File: src/rtl/data_mem_access_unit_if.sv
// Request/response handshake and word-wide data bus of the data memory access unit.
// slave is the unit itself; master is everything around it (requester and memory).
interface data_mem_access_unit_if;
    logic        req_valid;
    logic        req_ready;
    logic [2:0]  req_op;
    logic [31:0] req_addr;
    logic [31:0] req_wdata;
    logic        resp_valid;
    logic [31:0] resp_rdata;
    logic        resp_error;
    logic [31:0] data_address;
    logic        data_read;
    logic        data_write;
    logic [31:0] data_writedata;
    logic [31:0] data_readdata;
    logic        data_waitrequest;

    modport slave (
        input  req_valid, req_op, req_addr, req_wdata, data_readdata, data_waitrequest,
        output req_ready, resp_valid, resp_rdata, resp_error,
               data_address, data_read, data_write, data_writedata
    );

    modport master (
        output req_valid, req_op, req_addr, req_wdata, data_readdata, data_waitrequest,
        input  req_ready, resp_valid, resp_rdata, resp_error,
               data_address, data_read, data_write, data_writedata
    );
endinterface

File: src/rtl/data_mem_access_unit.sv
// Load/store initiator for a word-wide little-endian data bus: lane extraction with
// extension for loads, read-modify-write for sub-word stores, misalignment rejection.
module data_mem_access_unit #(
    parameter int unsigned WAIT_TIMEOUT = 0
) (
    input logic                    clk,
    input logic                    reset_n,
    data_mem_access_unit_if.slave  bus
);
    typedef enum logic [1:0] {S_IDLE, S_READ, S_WRITE, S_RESP} state_t;

    localparam logic [2:0] OP_LB  = 3'd0;
    localparam logic [2:0] OP_LH  = 3'd1;
    localparam logic [2:0] OP_LW  = 3'd2;
    localparam logic [2:0] OP_LBU = 3'd3;
    localparam logic [2:0] OP_LHU = 3'd4;
    localparam logic [2:0] OP_SB  = 3'd5;
    localparam logic [2:0] OP_SH  = 3'd6;
    localparam logic [2:0] OP_SW  = 3'd7;

    localparam logic [31:0] TO_LAST = (WAIT_TIMEOUT == 0) ? 32'd0 : WAIT_TIMEOUT - 32'd1;

    state_t      r_state;
    logic [2:0]  r_op;
    logic [1:0]  r_lane;
    logic [15:0] r_wdata;
    logic [31:0] r_address;
    logic [31:0] r_writedata;
    logic [31:0] r_rdata;
    logic        r_error;
    logic [31:0] r_cnt;

    logic        w_misaligned;
    logic        w_sub_store;
    logic        w_timeout;
    logic [7:0]  w_byte;
    logic [15:0] w_half;
    logic [31:0] w_load;
    logic [3:0]  w_be;
    logic [31:0] w_rep;
    logic [31:0] w_merged;

    always_comb begin
        w_misaligned = 1'b0;
        case (bus.req_op)
            OP_LH, OP_LHU, OP_SH: w_misaligned = bus.req_addr[0];
            OP_LW, OP_SW:         w_misaligned = (bus.req_addr[1:0] != 2'b00);
            default:              w_misaligned = 1'b0;
        endcase
    end

    assign w_sub_store = (r_op == OP_SB) || (r_op == OP_SH);
    assign w_timeout   = (WAIT_TIMEOUT != 0) && (r_cnt == TO_LAST);

    always_comb begin
        w_byte = bus.data_readdata[7:0];
        case (r_lane)
            2'd1:    w_byte = bus.data_readdata[15:8];
            2'd2:    w_byte = bus.data_readdata[23:16];
            2'd3:    w_byte = bus.data_readdata[31:24];
            default: w_byte = bus.data_readdata[7:0];
        endcase
        w_half = r_lane[1] ? bus.data_readdata[31:16] : bus.data_readdata[15:0];
        case (r_op)
            OP_LB:   w_load = {{24{w_byte[7]}}, w_byte};
            OP_LBU:  w_load = {24'd0, w_byte};
            OP_LH:   w_load = {{16{w_half[15]}}, w_half};
            OP_LHU:  w_load = {16'd0, w_half};
            OP_LW:   w_load = bus.data_readdata;
            default: w_load = 32'd0;
        endcase
    end

    // Store data is replicated across lanes so each merged byte just picks old or new.
    always_comb begin
        w_be  = 4'b0000;
        w_rep = {2{r_wdata}};
        if (r_op == OP_SB) begin
            w_be  = 4'b0001 << r_lane;
            w_rep = {4{r_wdata[7:0]}};
        end else if (r_op == OP_SH) begin
            w_be  = r_lane[1] ? 4'b1100 : 4'b0011;
        end
    end

    for (genvar gi = 0; gi < 4; gi++) begin : g_merge
        assign w_merged[gi*8 +: 8] = w_be[gi] ? w_rep[gi*8 +: 8] : bus.data_readdata[gi*8 +: 8];
    end

    always_ff @(posedge clk or negedge reset_n) begin
        if (!reset_n) begin
            r_state     <= S_IDLE;
            r_op        <= 3'd0;
            r_lane      <= 2'd0;
            r_wdata     <= 16'd0;
            r_address   <= 32'd0;
            r_writedata <= 32'd0;
            r_rdata     <= 32'd0;
            r_error     <= 1'b0;
            r_cnt       <= 32'd0;
        end else begin
            case (r_state)
                S_IDLE: begin
                    if (bus.req_valid) begin
                        r_op      <= bus.req_op;
                        r_lane    <= bus.req_addr[1:0];
                        r_wdata   <= bus.req_wdata[15:0];
                        r_address <= {bus.req_addr[31:2], 2'b00};
                        r_cnt     <= 32'd0;
                        if (w_misaligned) begin
                            r_error <= 1'b1;
                            r_rdata <= 32'd0;
                            r_state <= S_RESP;
                        end else if (bus.req_op == OP_SW) begin
                            r_writedata <= bus.req_wdata;
                            r_state     <= S_WRITE;
                        end else begin
                            r_state <= S_READ;
                        end
                    end
                end
                S_READ: begin
                    if (!bus.data_waitrequest) begin
                        if (w_sub_store) begin
                            r_writedata <= w_merged;
                            r_cnt       <= 32'd0;
                            r_state     <= S_WRITE;
                        end else begin
                            r_rdata <= w_load;
                            r_error <= 1'b0;
                            r_state <= S_RESP;
                        end
                    end else if (w_timeout) begin
                        // A timed-out RMW read abandons the store entirely.
                        r_rdata <= 32'd0;
                        r_error <= 1'b1;
                        r_state <= S_RESP;
                    end else begin
                        r_cnt <= r_cnt + 32'd1;
                    end
                end
                S_WRITE: begin
                    if (!bus.data_waitrequest) begin
                        r_rdata <= 32'd0;
                        r_error <= 1'b0;
                        r_state <= S_RESP;
                    end else if (w_timeout) begin
                        r_rdata <= 32'd0;
                        r_error <= 1'b1;
                        r_state <= S_RESP;
                    end else begin
                        r_cnt <= r_cnt + 32'd1;
                    end
                end
                S_RESP:  r_state <= S_IDLE;
                default: r_state <= S_IDLE;
            endcase
        end
    end

    assign bus.req_ready      = (r_state == S_IDLE);
    assign bus.resp_valid     = (r_state == S_RESP);
    assign bus.resp_rdata     = r_rdata;
    assign bus.resp_error     = r_error;
    assign bus.data_address   = r_address;
    assign bus.data_read      = (r_state == S_READ);
    assign bus.data_write     = (r_state == S_WRITE);
    assign bus.data_writedata = r_writedata;
endmodule

File: src/flat_wrapper.sv
// flat-port wrapper written by rule: the top's interface ports become plain ports
module data_mem_access_unit_flat 
#(
    parameter int unsigned WAIT_TIMEOUT = 0
)
  (clk, reset_n, bus_req_valid, bus_req_op, bus_req_addr, bus_req_wdata, bus_data_readdata, bus_data_waitrequest, bus_req_ready, bus_resp_valid, bus_resp_rdata, bus_resp_error, bus_data_address, bus_data_read, bus_data_write, bus_data_writedata);
  data_mem_access_unit_if bus_i ();
  input logic clk;
  input logic reset_n;
  input wire logic [$bits(bus_i.req_valid)-1:0] bus_req_valid;
  input wire logic [$bits(bus_i.req_op)-1:0] bus_req_op;
  input wire logic [$bits(bus_i.req_addr)-1:0] bus_req_addr;
  input wire logic [$bits(bus_i.req_wdata)-1:0] bus_req_wdata;
  input wire logic [$bits(bus_i.data_readdata)-1:0] bus_data_readdata;
  input wire logic [$bits(bus_i.data_waitrequest)-1:0] bus_data_waitrequest;
  output wire logic [$bits(bus_i.req_ready)-1:0] bus_req_ready;
  output wire logic [$bits(bus_i.resp_valid)-1:0] bus_resp_valid;
  output wire logic [$bits(bus_i.resp_rdata)-1:0] bus_resp_rdata;
  output wire logic [$bits(bus_i.resp_error)-1:0] bus_resp_error;
  output wire logic [$bits(bus_i.data_address)-1:0] bus_data_address;
  output wire logic [$bits(bus_i.data_read)-1:0] bus_data_read;
  output wire logic [$bits(bus_i.data_write)-1:0] bus_data_write;
  output wire logic [$bits(bus_i.data_writedata)-1:0] bus_data_writedata;
  assign bus_i.req_valid = bus_req_valid;
  assign bus_i.req_op = bus_req_op;
  assign bus_i.req_addr = bus_req_addr;
  assign bus_i.req_wdata = bus_req_wdata;
  assign bus_i.data_readdata = bus_data_readdata;
  assign bus_i.data_waitrequest = bus_data_waitrequest;
  assign bus_req_ready = bus_i.req_ready;
  assign bus_resp_valid = bus_i.resp_valid;
  assign bus_resp_rdata = bus_i.resp_rdata;
  assign bus_resp_error = bus_i.resp_error;
  assign bus_data_address = bus_i.data_address;
  assign bus_data_read = bus_i.data_read;
  assign bus_data_write = bus_i.data_write;
  assign bus_data_writedata = bus_i.data_writedata;
  data_mem_access_unit #(.WAIT_TIMEOUT(WAIT_TIMEOUT)) u_core (.clk(clk), .reset_n(reset_n), .bus(bus_i));
endmodule
File: config.mk
export PLATFORM = sky130hd
export DESIGN_NAME = data_mem_access_unit_flat
export DESIGN_NICKNAME = d
export VERILOG_FILES = /design/src/rtl/data_mem_access_unit_if.sv /design/src/rtl/data_mem_access_unit.sv /design/src/flat_wrapper.sv
export SDC_FILE = /design/constraint.sdc
export NUM_CORES = 1
export LEC_CHECK = 0
export BUFFER_PORTS_ARGS = -buffer_cell sky130_fd_sc_hd__buf_2
export CORE_MARGIN = 8
export CORE_UTILIZATION = 50
export DETAILED_ROUTE_END_ITERATION = 7
export PLACE_DENSITY = 0.79
export SLEW_MARGIN = 20
export SYNTH_ARGS = -nofsm -noshare
export SYNTH_HDL_FRONTEND = slang
export SYNTH_SLANG_ARGS = --single-unit
File: constraint.sdc
create_clock -name clk -period 5.1 [get_ports clk]
set_clock_uncertainty 0.05 [all_clocks]
set_input_delay 1.02 -clock clk [delete_from_list [all_inputs] [get_ports clk]]
set_output_delay 1.02 -clock clk [all_outputs]
set_load 0.03 [all_outputs]
==> impl_metrics.toml <==
[placement]
globalplace.congestion = 0.8476
port_buffers = 201
place_hpwl_mm = 14.29
pre_cts_ws_ps = 1885

[logic_synthesis]
synth_cell_types = 50
synth_edf_count = 0
synth-async-reset-ratio_pct = 100.0
synth_flop_cell = "dfrtp_1"
synth_warnings = 0
synth_area_mm2 = 0.006317
syn_inst = 518
ys_ff_latch = 118
avgSynthCellArea_um2 = 12.20
synth_top_area_cell = "dfrtp_1"
synth_top_area_share_pct = 46.74
yosysSeqAreaShare_pct = 46.74
yosys-top-cells-area = "dfrtp_1 (47%), mux2_2 (11%), mux2i_1 (9.7%)"

[drt]
wl_met1_mm = 7.774
drt-pass1-iter-count = 4
drt_iter0_drc = 307
wl_per_cell_um = 21.33
vias_per_cell = 5.716
drcViolationCount = 0
dr_wl_met2_mm = 8.843
top_layer_used = "met4"
route.vias.total = 5104
wl_met3_mm = 1.901
ant_nets = 0
routed_wl_mm = 19.04

[floorplan]
die_w_um = 128.4
die_area_mm2 = 0.01649
rows = 41
core_area_mm2 = 0.01247
pin_count = 204
die_y_um = 128.4
initial_core_util_pct = 50.68

[sta]
min_period_ps = 3046
worst_pin_slew_ps = 948.2
fin_ws_ps = 2054
setup_tns_ps = 0
rsz0062_at_grt = "false"
maxSlewViolCount = 0
timing_hold_violations_final = 0
final-setup-viol-count = 0
period_share_pct = 59.73
relSlewSlack_pct = 36.78
fmax_mhz = 328.3

[clock_tree]
cts_root_buf = "clkbuf_16"
htreeDepth = 4
clkTransAtPathRegs_ps = 50
cts_tree = "built"
clock_latency_ps = 420
cts_sinks = 118
clockBufferDepth = 2
cts_buffers = 17
post_cts_resized = 0
cts_hold_buf = 0
post_cts_buffers = 0

[cells_and_area]
nets = 813
utilization_pct = 64.16
drive_gt1_share_pct = 47.29
area_growth_pct = 26.60

[power]
power_leakage_uw = 0.004044
power_density_mw_per_mm2 = 807.7
vdd.ir_drop.worst_uv = 549.1

[worst_setup_path]
worstPathRequired_ps = 4030
crit_fanout = 55
critPathArrivalTime_ps = 1980
criticalPathCategory = "reg2out"
startpoint_type = "register"
critPathCaptureType = "output port"

[global_route]
grt_pass1_wl_mm = 29.46
antenna_found_initial = 1
grt_use_total_pct = 23.27
grt_pass1_vias = 5463
overflow = 0
grt_max_degree = 74

[status]
status = "finished, final reports clean"

[run]
maxCapViolCount = 0

[worst_hold_path]
hold_class = "reg2reg"
cell families after synthesis:
family	synth area share (%)
AO/OA/AOI/OAI	14.64
XOR/XNOR	0.2773
adder cells (fa/ha/maj)	0.7923
buffers and inverters	3.981
flip-flops	46.74
multiplexers	27.91
other	0.05936
AND/OR/NAND/NOR	5.605
cell usage in the layout (no fill, tap or decap), drive strengths merged, types with 2 or more instances in the layout:
master and instances:
buf 206, dfrtp 118, mux2 92, mux2i 61, a21oi 35, o2bb2ai 32
nor2 24, clkbuf 24, o21ai 21, a221oi 15, nand2 10, inv 8
nand3 8, a31oi 7, nor2b 7, nand2b 5, a211oi 4, ha 4
clkinv 4, nor3 3, bufinv 3, nor3b 3, diode 2, xnor2 2
nand3b 2, or2 2, conb 2, o211ai 2
layer usage:
layer  track usage [%]  vias up
li1                  -     2306
met1             28.21     2504
met2             36.03      254
met3             8.523       40
met4             11.33        0
met5                 0        -
sequential cells by signal (all words and copies together), names as in the netlist:
name and count:
u_core.bus.data_writedata 32, u_core.bus.resp_rdata 32, u_core.bus.data_address 30, u_core.r_wdata 16
u_core.r_op 3, u_core.r_lane 2, u_core.r_state 2, u_core.bus.resp_error 1
power breakdown:
group	switching [µW]	total (µW)	internal (µW)
combinational	2020	3420	1400
clock	417	1220	805
sequential	416	1820	1400
total	2860	6460	3600
worst max-delay path, stage by stage (launching register included):
cell     delay [ps]
dfrtp_1         410
inv_1            90
ha_2            180
buf_4           540
buf_2           330
stage by stage:
stage | area [µm²] | hold slack [ps] | total power [µW] | instances
final | 7998 | 436.4 | 6460 | 893
after global routing | 7995 | 452.4 | 6806 | 892
after CTS | 7976 | 438.9 | 6492 | 890
after global placement | 7362 | 418.3 | 5121 | 857
after detailed placement | 7373 | 424.2 | 5241 | 858
after floorplan | 6321 | 429.2 | 4367 | 519
synth_stat cells (5+ instances only):
master     count
buf_4          5
dfrtp_1      118
a31oi_1        7
o21ai_0       18
mux2_2        61
nand3_1        8
buf_2         12
nor2_1        24
nor2b_1        5
nand2b_1       5
a221oi_1      15
clkbuf_1       8
buf_1          7
nand2_1        9
o2bb2ai_1     32
a21oi_1       35
inv_1          8
mux2i_1       61
mux2_4        31
buf_6          6
final cells by class:
cell class	count	area [µm²]
Inverter	8	30.03
Clock inverter	8	121.4
Fill cell	988	4468
Clock buffer	24	481.7
Tap cell	172	215.2
Sequential cell	118	2953
Antenna cell	2	5.005
Multi-Input combinational cell	355	3138
Timing Repair Buffer	206	1054
worst paths after layout:
check | endpoint | cells after the start | slack, ps | from
max in group asynchronous | u_core.bus.resp_error$_DFFE_PN0P_ | 2 | 3200 | reset_n
worst max-delay path | bus_data_read | 4 | 2050 | u_core.r_state[1]$_DFFE_PN0P_
worst min-delay path | u_core.bus.resp_rdata[5]$_DFFE_PN0P_ | 1 | 440 | u_core.bus.resp_rdata[5]$_DFFE_PN0P_
worst min register to register | u_core.bus.resp_rdata[5]$_DFFE_PN0P_ | 1 | 440 | u_core.bus.resp_rdata[5]$_DFFE_PN0P_
min in group asynchronous | u_core.bus.data_writedata[14]$_DFFE_PN0P_ | 1 | 680 | reset_n
worst max register to register | u_core.bus.data_writedata[25]$_DFFE_PN0P_ | 6 | 2430 | u_core.r_op[0]$_DFFE_PN0P_
Power figures use the tool's default switching activity.
